File: config.mk
export PLATFORM = sky130hd
export DESIGN_NAME = mem_ctrl
export DESIGN_NICKNAME = d
export VERILOG_FILES = /design/src/rtl/mem_ctrl.sv
export SDC_FILE = /design/constraint.sdc
export NUM_CORES = 1
export LEC_CHECK = 0
export BUFFER_PORTS_ARGS = -buffer_cell sky130_fd_sc_hd__buf_2
export CAP_MARGIN = 10
export CORE_MARGIN = 2
export CORE_UTILIZATION = 30
export CTS_CLUSTER_DIAMETER = 80
export DETAILED_ROUTE_END_ITERATION = 8
export REMOVE_ABC_BUFFERS = 1
export SYNTH_ARGS = -nofsm -noshare
export SYNTH_HDL_FRONTEND = slang
export SYNTH_SLANG_ARGS = --single-unit
File: constraint.sdc
create_clock -name clk -period 6.5 [get_ports clk]
set_input_delay 0.975 -clock clk [delete_from_list [all_inputs] [get_ports clk]]
set_output_delay 0.975 -clock clk [all_outputs]
set_load 0.05 [all_outputs]
File: src/rtl/mem_ctrl.sv
`default_nettype none
// ============================================================================
//  Module   : mem_ctrl
//  Purpose  : Single-port byte-wide RAM controller arbitrating between the
//             instruction-fetch path and the MEM stage. Splits 1/2/4-byte
//             accesses into byte transfers and assembles little-endian words.
//  Revision : 1.0  initial release
// ============================================================================
module mem_ctrl #(
  parameter int ADDR_WIDTH = 32
) (
  input  logic                  clk,
  input  logic                  rst,
  // instruction fetch side
  input  logic                  if_req,
  input  logic [ADDR_WIDTH-1:0] if_addr,
  input  logic                  if_flush,
  output logic                  mem_take_if,
  output logic                  if_done,
  output logic [31:0]           if_inst,
  // MEM stage side
  input  logic                  mem_req,
  input  logic                  mem_we,
  input  logic [ADDR_WIDTH-1:0] mem_addr,
  input  logic [1:0]            mem_size,
  input  logic [31:0]           mem_wdata,
  output logic                  mem_done,
  output logic [31:0]           mem_rdata,
  output logic                  mem_busy,
  // external byte RAM
  input  logic [7:0]            ram_din,
  output logic [7:0]            ram_dout,
  output logic [ADDR_WIDTH-1:0] ram_a,
  output logic                  ram_wr
);

  typedef enum logic [1:0] {
    S_IDLE   = 2'd0,
    S_IF_RD  = 2'd1,
    S_MEM_RD = 2'd2,
    S_MEM_WR = 2'd3
  } state_t;

  localparam logic [2:0] C_WORD_BYTES = 3'd4;

  state_t                r_state;
  state_t                w_next;
  logic [ADDR_WIDTH-1:0] r_base;
  logic [2:0]            r_n;
  logic [2:0]            r_cnt;
  logic [31:0]           r_wdata;
  logic [31:0]           r_buf;
  logic [31:0]           r_if_inst;
  logic [31:0]           r_mem_rdata;
  logic                  r_if_done;
  logic                  r_mem_done;

  logic                  w_accept_mem;
  logic                  w_accept_if;
  logic                  w_is_rd;
  logic                  w_flush_abort;
  logic                  w_capture;
  logic                  w_last_cap;
  logic                  w_addr_phase;
  logic                  w_wr_last;
  logic [1:0]            w_rd_idx;
  logic [2:0]            w_mem_n;
  logic [31:0]           w_assembled;

  // Byte count of a MEM-stage access: sizes 2 and 3 both mean a full word
  always_comb begin
    case (mem_size)
      2'd0:    w_mem_n = 3'd1;
      2'd1:    w_mem_n = 3'd2;
      default: w_mem_n = C_WORD_BYTES;
    endcase
  end

  // State register
  always_ff @(posedge clk) begin
    if (rst) r_state <= S_IDLE;
    else     r_state <= w_next;
  end

  // Next-state logic and acceptance decode; MEM stage wins over fetch
  always_comb begin
    w_next       = r_state;
    w_accept_mem = 1'b0;
    w_accept_if  = 1'b0;
    case (r_state)
      S_IDLE: begin
        if (mem_req) begin
          w_accept_mem = 1'b1;
          w_next       = mem_we ? S_MEM_WR : S_MEM_RD;
        end else if (if_req) begin
          w_accept_if = 1'b1;
          w_next      = S_IF_RD;
        end
      end
      S_IF_RD: begin
        // r_cnt == N+1 is the done cycle of a read
        if (if_flush || (r_cnt == r_n + 3'd1)) w_next = S_IDLE;
      end
      S_MEM_RD: begin
        if (r_cnt == r_n + 3'd1) w_next = S_IDLE;
      end
      S_MEM_WR: begin
        // r_cnt == N is the done cycle of a write
        if (r_cnt == r_n) w_next = S_IDLE;
      end
      default: w_next = S_IDLE;
    endcase
  end

  // Read datapath: byte addressed at r_cnt == i arrives one cycle later,
  // so r_cnt values 1..N carry bytes 0..N-1 on ram_din
  assign w_is_rd       = (r_state == S_IF_RD) || (r_state == S_MEM_RD);
  assign w_flush_abort = (r_state == S_IF_RD) && if_flush;
  assign w_capture     = w_is_rd && !w_flush_abort && (r_cnt != 3'd0) && (r_cnt <= r_n);
  assign w_last_cap    = w_capture && (r_cnt == r_n);
  assign w_rd_idx      = r_cnt[1:0] - 2'd1;
  assign w_addr_phase  = (r_state != S_IDLE) && (r_cnt < r_n);
  assign w_wr_last     = (r_state == S_MEM_WR) && (r_cnt == r_n - 3'd1);

  // Merge the incoming byte into the partially assembled word
  always_comb begin
    w_assembled                          = r_buf;
    w_assembled[{w_rd_idx, 3'b000} +: 8] = ram_din;
  end

  // Transfer bookkeeping, byte assembly and completion pulses
  always_ff @(posedge clk) begin
    if (rst) begin
      r_base      <= '0;
      r_n         <= 3'd0;
      r_cnt       <= 3'd0;
      r_wdata     <= 32'd0;
      r_buf       <= 32'd0;
      r_if_inst   <= 32'd0;
      r_mem_rdata <= 32'd0;
      r_if_done   <= 1'b0;
      r_mem_done  <= 1'b0;
    end else begin
      r_if_done  <= 1'b0;
      r_mem_done <= 1'b0;

      if (w_accept_mem) begin
        r_base  <= mem_addr;
        r_n     <= w_mem_n;
        r_wdata <= mem_wdata;
        r_buf   <= 32'd0;
        r_cnt   <= 3'd0;
      end else if (w_accept_if) begin
        r_base <= if_addr;
        r_n    <= C_WORD_BYTES;
        r_buf  <= 32'd0;
        r_cnt  <= 3'd0;
      end else if (r_state != S_IDLE) begin
        r_cnt <= r_cnt + 3'd1;
      end

      if (w_capture) r_buf <= w_assembled;

      // Result and pulse land together in the cycle after the last byte
      if (w_last_cap) begin
        if (r_state == S_IF_RD) begin
          r_if_inst <= w_assembled;
          r_if_done <= 1'b1;
        end else begin
          r_mem_rdata <= w_assembled;
          r_mem_done  <= 1'b1;
        end
      end

      if (w_wr_last) r_mem_done <= 1'b1;
    end
  end

  assign mem_take_if = w_accept_if && !rst;
  assign mem_busy    = (r_state != S_IDLE);
  assign if_done     = r_if_done;
  assign if_inst     = r_if_inst;
  assign mem_done    = r_mem_done;
  assign mem_rdata   = r_mem_rdata;
  assign ram_a       = w_addr_phase ? (r_base + ADDR_WIDTH'(r_cnt)) : '0;
  assign ram_wr      = (r_state == S_MEM_WR) && w_addr_phase;
  assign ram_dout    = ram_wr ? r_wdata[{r_cnt[1:0], 3'b000} +: 8] : 8'd0;

endmodule
`default_nettype wire

==> impl_results.md, run 1 <==
- Worst Path Buf+Inv: 2
- Initial Util: 30.4%
- Unrepaired setup endpoints after global routing: no
- Max_cap viols: 0
- Synthesis warning total: 0
- Inserted Clock Buffers: 17
- WL met2: between 9000 and 10000 microns
- Synth top area share: between 40% and 50%
- Root buffer cell: clkbuf_16
- P&R area growth vs syn: 25.8%
- Clk slew on worst S/H paths: around 0.07 ns
- Critical Path End Type: output pin
- Routability Congestion: 0.813
- Clock Tree Buf Depth: 2
- Slew Viols, Final: 0
- Final WS setup: 2.08 ns
- Clock sink count: 170
- Slew Limit Headroom: a little under a quarter
- Dpl hpwl: between 10000 and 15000 microns
- Min-delay src: r_wdata[29]
- Metal3 WL: 892 microns
- Avg Cell Area, Syn: around 8.8 sq um
- CTS Hold Bufs: 0
- Worst hold path type: reg2reg
- CP required: ~5.5 ns
- Hold Path Depth: 2
- WL final: about 21000 microns
- Crit path max fanout: 16
- Final #Nets: between 1000 and 1500
- CTS tree: yes
- Worst reg2reg setup slack: 2.76 ns
- Highest routed metal layer: met4
- Status: finished clean
- Max incr delay on CP: around 0.8 ns
- Slowest CP cell: dfxtp_1
- Post-synth EDFFs: 0
- Remaining antenna violation count: 0
- Synth area leader: dfxtp_1
- Commonest non-fill, non-tap cell in the layout: buf_2
- Worst VDD drop: approximately 120 uV
- WS Path Type: reg2out
- Max Clock Freq: around 230 MHz
- Overall Global Routing Usage: 15.8%
- Seq/Total Area, Yosys: about 45%
- Drt wl/cell: between 10 and 15 microns
- FF+latch count, synth: 170
- H-Tree Depth: 4
- Crit path cell chain: inv_1, fa_1, nor2b_1, o211ai_1, or3_2, a21oi_1, buf_2
- Row count: 58
- Die Ht: between 150 and 200 microns
- Min-Delay Endpoint: r_wdata[29]
- Critical Path AT: 3.45 ns
- Dpl ws: about 2.5 ns
- Initial DRC Count: about 310
- Netlist cell types: 48
- Crit path launch type: flip-flop
- Postcts setup bufs: 0
- Die area: about 0.027 sq mm
- Final hold vios: 0
- Share of cells above drive strength 1: approximately a quarter
- End of the worst register-to-register path: mem_rdata[12]
- Worst-Margin Slew: approximately 1.2 ns
- DR DRC count: 0
- Pleak: approximately 3.8 nW
- Grt total ovfl: 0
- PostCTS Resize Cnt: 0
- Register area: 0.00340 sq mm
- Final min period: 4.42 ns
- Final setup fails: 0
- Final period util: approximately 68%
- Ys async rst share: 0%
- Die Width: 163 microns
- Cells after Synth: 868
- Via count: 6678
- 1st-pass router iterations: 4
- Cell Pwr Density: 305 mW/mm^2
- Initial antenna violation count: 1
- Largest cells by area after synthesis: dfxtp_1, a211oi_1, nand2_1
- Worst reg2reg startpoint: r_cnt[1]
- Largest net degree at the start of global routing: 65
- Reg2Reg Depth: 8
- Cell area after synthesis: approximately 0.0076 sq mm
- Fillers: approximately 2600
- Layout Skew: approximately 0.011 ns
- IO Count: 221
- Most frequent cells in the layout: buf_2, dfxtp_1, nand2_1
- Vias in the first global route: between 6000 and 7000
- Final TNS setup: 0 ns
- Clk_lat worst skew: 0.43 ns
- Core box area: 0.0250 sq mm
- Vias per inst: 4.76
- Cell family with most CP delay: flip-flops
- Metal1 wirelength: slightly below 10000 microns
- Footprint of the multi-input gates: about 0.004 sq mm
- Port bufs: 220
- Path length in cells of the critical path: 7
- Top_reg_cell synth: dfxtp_1
- Global-route wire length before repair: roughly 34000 microns
## stage by stage
stage | util (%) | cells | power [mW] | area (sq um) | hold WS, ns
detailed placement | 35.9 | 1369 | 1.91 | 8980 | 0.439
floorplan | - | 811 | 1.69 | 7380 | 0.425
CTS | 38.3 | 1401 | 2.96 | 9590 | 0.455
global placement | 35.9 | 1369 | 1.90 | 8980 | 0.437
global route | 38.3 | 1402 | 3.09 | 9590 | 0.471
finish | 38.3 | 1402 | 2.92 | 9590 | 0.453
## cells in the mapped netlist (6+ instances only)
| cell type | instances |
|---|---|
| xor2_1 | 13 |
| nor2_1 | 103 |
| xnor2_1 | 15 |
| dfxtp_1 | 170 |
| mux2i_1 | 32 |
| o21ai_0 | 40 |
| nand2_1 | 115 |
| inv_1 | 13 |
| mux4_2 | 8 |
| nor3_1 | 11 |
| nor2b_1 | 36 |
| a22oi_1 | 8 |
| a21oi_1 | 67 |
| a211oi_1 | 65 |
| clkbuf_1 | 36 |
| ha_1 | 14 |
| buf_2 | 13 |
| nand4_1 | 6 |
| nand3_1 | 9 |
| o2bb2ai_1 | 32 |
| buf_1 | 6 |
## worst reg2reg max path, cell delays in order (launching register included)
cell	delay, ns
dfxtp_1	0.81
inv_1	0.28
ha_1	0.28
clkinv_1	0.20
o22ai_1	0.22
nor3b_2	0.98
buf_4	0.58
nor2_1	0.12
a211oi_1	0.21
## how the worst max path moves through the flow
stage,start,endpoint,slack [ns]
5_1_grt,r_cnt[1],ram_a[14],1.75
3_3_place_gp,r_cnt[1],ram_a[14],2.51
3_5_place_dp,r_cnt[1],ram_a[14],2.50
2_1_floorplan,r_cnt[0],mem_rdata[0],0.88
6_report,r_cnt[1],ram_a[14],2.08
4_1_cts,r_cnt[1],ram_a[14],2.02
## flip-flops by register name (all words and copies together) (netlist names)
register and count:
r_state 2, r_base 32, if_done 1, r_wdata 32
mem_done 1, if_inst 32, r_buf 32, r_cnt 3
r_n 3, mem_rdata 32
## cells by family (layout without fill, tap and decap cells)
kind of cell    count (synthesis)  after routing  share of synthesized area (%)
compound gates                223            223                           18.9
xor+xnor                       29             29                           3.53
fa+ha+maj                      15             15                           2.56
buf+inv                        71            274                           3.91
flops                         170            170                           44.6
mux                            40             40                           6.56
other cells                     0              1                              0
simple gates                  320            320                           19.9
## layout make-up
class                   instances  share of cell area, %
inverters                      14                  0.548
well taps                     330                   4.31
flip-flops and latches        170                   35.5
clock inverters                12                   1.58
multi-input cells             627                   41.2
repair buffers                228                   12.1
diodes                          1                 0.0261
clock buffers                  20                   4.76
## per-layer routing
| metal | global-route usage (%) | up-vias |
|---|---|---|
| li1 | - | 3459 |
| met1 | 20.9 | 3043 |
| met2 | 26.0 | 151 |
| met3 | 2.89 | 25 |
| met4 | 5.19 | 0 |
| met5 | 0 | - |
## report_power, final
part           total, mW  internal (mW)  switching, mW
combinational      0.665          0.219          0.446
sequential          1.21           1.13         0.0805
clock               1.05          0.599          0.449
Power figures use the tool's default switching activity.
==> run 2, diff against run 1 <==
--- a/config.mk
+++ b/config.mk
@@ -5,6 +5,7 @@
 export SDC_FILE = /design/constraint.sdc
 export NUM_CORES = 1
 export LEC_CHECK = 0
+export ABC_AREA = 1
 export BUFFER_PORTS_ARGS = -buffer_cell sky130_fd_sc_hd__buf_2
 export CAP_MARGIN = 10
 export CORE_MARGIN = 2
==> constraint.sdc (replaced) <==
create_clock -name clk -period 4.63 [get_ports clk]
set_input_delay 0.6945 -clock clk [delete_from_list [all_inputs] [get_ports clk]]
set_output_delay 0.6945 -clock clk [all_outputs]
set_load 0.05 [all_outputs]
==> impl_results.md, run 2 <==
- Status: finished clean
- CTS Hold Bufs: 0
- Inserted Clock Buffers: 17
- Share of cells above drive strength 1: ~18%
- PostCTS Resize Cnt: 0
- Switching Share: between 40% and 50%
- Slew Viols, Final: 0
- Inst Count DP: 1921
- Netlist cell types: 28
- Cell area after synthesis: between 0.008 and 0.009 sq mm
- Clk slew on worst S/H paths: 0.07 ns
- FF+latch count, synth: 170
- Area share of fa/ha/maj cells after synthesis: 2.24%
- Most used cell along the critical path: buf_4
- Clock sink count: 170
- Max incr delay on CP: about 0.37 ns
- Port bufs: between 200 and 250
- Slowest CP cell: inv_2
- Final period util: between 70% and 80%
- Synthesis warning total: 0
- Routability Congestion: around 0.84
- Final min period: around 3.6 ns
- DR DRC count: 0
- Synth area leader: dfxtp_1
- Overall Global Routing Usage: 18.2%
- Largest net degree at the start of global routing: 67
- Drt wl/cell: between 10 and 15 microns
- Sequential share of power: approximately a third
- Grt total ovfl: 0
- Critical Path AT: just under 3 ns
- Compound-Gate Fraction of Synth Area: 13.4%
- Worst reg2reg startpoint: r_cnt[0]
- P&R area growth vs syn: 22.7%
- Slew Limit Headroom: a little over a quarter
- Crit path launch type: flip-flop
- Crit path cell chain: buf_4, inv_2, ha_1, nand3b_1, nand3_1, buf_4, inv_1, o21ai_0, a21oi_1, buf_2
- Initial Util: between 30% and 40%
- Postcts setup bufs: 0
- Post-synth EDFFs: 0
- Commonest non-fill, non-tap cell in the layout: nor2_1
- Crit path max fanout: 28
- Mux share of post-synthesis cell area: less than 1%
- WS Path Type: reg2out
- Worst-Margin Slew: between 1 and 1.5 ns
- End of the worst register-to-register path: r_buf[13]
- Cell Pwr Density: a little under 500 mW/mm^2
- Final Non-Filler Cells: 1955
- Final hold vios: 0
- Seq/Total Area, Yosys: between 30 and 40%
- Avg Cell Area, Syn: ~6.3 sq um
- Critical Path End Type: output pin
- Die area: roughly 0.030 sq mm
- Pleak: roughly 5.0 nW
- Clk_lat worst skew: between 0.4 and 0.5 ns
- Global-route wire length before repair: about 44000 microns
- Switching Power: approximately 2.3 mW
- Die Width: 174 microns
- Initial antenna violation count: 2
- Largest family of logic cells by synthesized area: simple AND/OR/NAND/NOR gates
- Hold Path Depth: 2
- Worst reg2reg setup slack: around 1.5 ns
- Via count: between 9000 and 10000
- Synth top area share: around two fifths
- Dpl hpwl: about 20000 microns
- Commonest cells in the synthesized netlist: nor2_1, nand2_1, dfxtp_1
- CP required: 3.94 ns
- WL met2: 13000 microns
- Metal1 wirelength: 13100 microns
- 1st-pass router iterations: 5
- Reg2Reg Depth: 9
- Top_reg_cell synth: dfxtp_1
- Clock power frac: 27.3%
- Max Clock Freq: between 200 and 300 MHz
- Initial DRC Count: between 500 and 600
- Remaining antenna violation count: 0
- Critical path startpoint: r_cnt[0]
- IO Count: roughly 220
- XOR/XNOR Fraction of Synth Area: 0.806%
- Cells after Synth: ~1400
- Unrepaired setup endpoints after global routing: no
- Most instantiated library cell after synthesis: nor2_1
- Die Ht: approximately 170 microns
- Vias per inst: between 4 and 5
- Ys async rst share: 0%
- WL final: approximately 28000 microns
- Vias in the first global route: between 8000 and 9000
- CTS tree: yes
- Most frequent cells in the layout: nor2_1, nand2_1, buf_2
- Pint: around 3.0 mW
- Core box area: ~0.029 sq mm
- Final #Nets: 1683
- Min-delay src: mem_rdata[25]
- Crit path to: ram_a[5]
- Layout Skew: around 0.017 ns
- Final setup fails: 0
- Highest routed metal layer: met4
- Largest cells by area after synthesis: dfxtp_1, nor2_1, nand2_1
- Worst VDD drop: between 200 and 300 uV
- Combinational share of power: between 30% and 40%
- Max_cap viols: 0
- Final TNS setup: 0 ns
- Root buffer cell: clkbuf_16
- Worst hold path type: reg2reg
- H-Tree Depth: 4
- Metal3 WL: 1530 microns
- Clock Tree Buf Depth: 2
- Synth Area in Simple Gates: around a third
- Row count: between 60 and 70
run 2: cell type report:
type                       instances  area (sq um)
clock buffer                      20           447
tap                              384           480
fill                            3120         18000
timing repair buffer             235          1210
multi-input combinational        977          4400
inverter                         155           582
sequential                       170          3400
clock inverter                    12           133
antenna                            2          5.00
run 2: worst min path at each step:
stage | end | slack [ns]
after detailed placement | mem_rdata[27] | 0.45
after global placement | mem_rdata[26] | 0.45
after global routing | mem_rdata[30] | 0.48
after CTS | mem_rdata[27] | 0.46
after floorplan | r_wdata[10] | 0.45
final | mem_rdata[25] | 0.46
run 2: power groups by stage:
stage	clock (mW)	sequential [mW]	combinational, mW
after CTS	1.48	1.86	1.99
after global routing	1.54	1.89	2.21
after global placement	0	1.88	1.96
after detailed placement	0	1.89	1.98
after floorplan	0	1.97	1.25
final	1.44	1.86	1.97
run 2: stage by stage:
stage | hold WS [ns] | cell area [sq um] | setup WS, ns | utilization (%) | power, mW
6_report | 0.464 | 10700 | 1.03 | 37.3 | 5.27
5_1_grt | 0.479 | 10700 | 0.750 | 37.3 | 5.64
4_1_cts | 0.463 | 10700 | 1.00 | 37.2 | 5.33
3_5_place_dp | 0.452 | 10100 | 1.47 | 35.2 | 3.87
3_3_place_gp | 0.446 | 10100 | 1.53 | 35.2 | 3.85
2_1_floorplan | 0.450 | 8370 | 0.0301 | - | 3.22
run 2: worst max-delay path, delay by kind of cell (launching register included):
family | cells | cell delay [ns]
buf+inv | 5 | 1.42
flops | 1 | 0.32
compound gates | 2 | 0.31
fa+ha+maj | 1 | 0.22
simple gates | 2 | 0.20
run 2: metal layers:
| metal | vias up | track usage, % |
|---|---|---|
| met4 | 0 | 4.73 |
| met5 | - | 0 |
| met2 | 237 | 29.5 |
| met3 | 30 | 4.00 |
| li1 | 4722 | - |
| met1 | 4178 | 24.4 |
run 2: cell families after synthesis:
logic type | after synthesis
XOR/XNOR | 8
adder cells (fa/ha/maj) | 15
multiplexers | 1
flip-flops | 170
buffers and inverters | 233
AO/OA/AOI/OAI | 217
AND/OR/NAND/NOR | 736
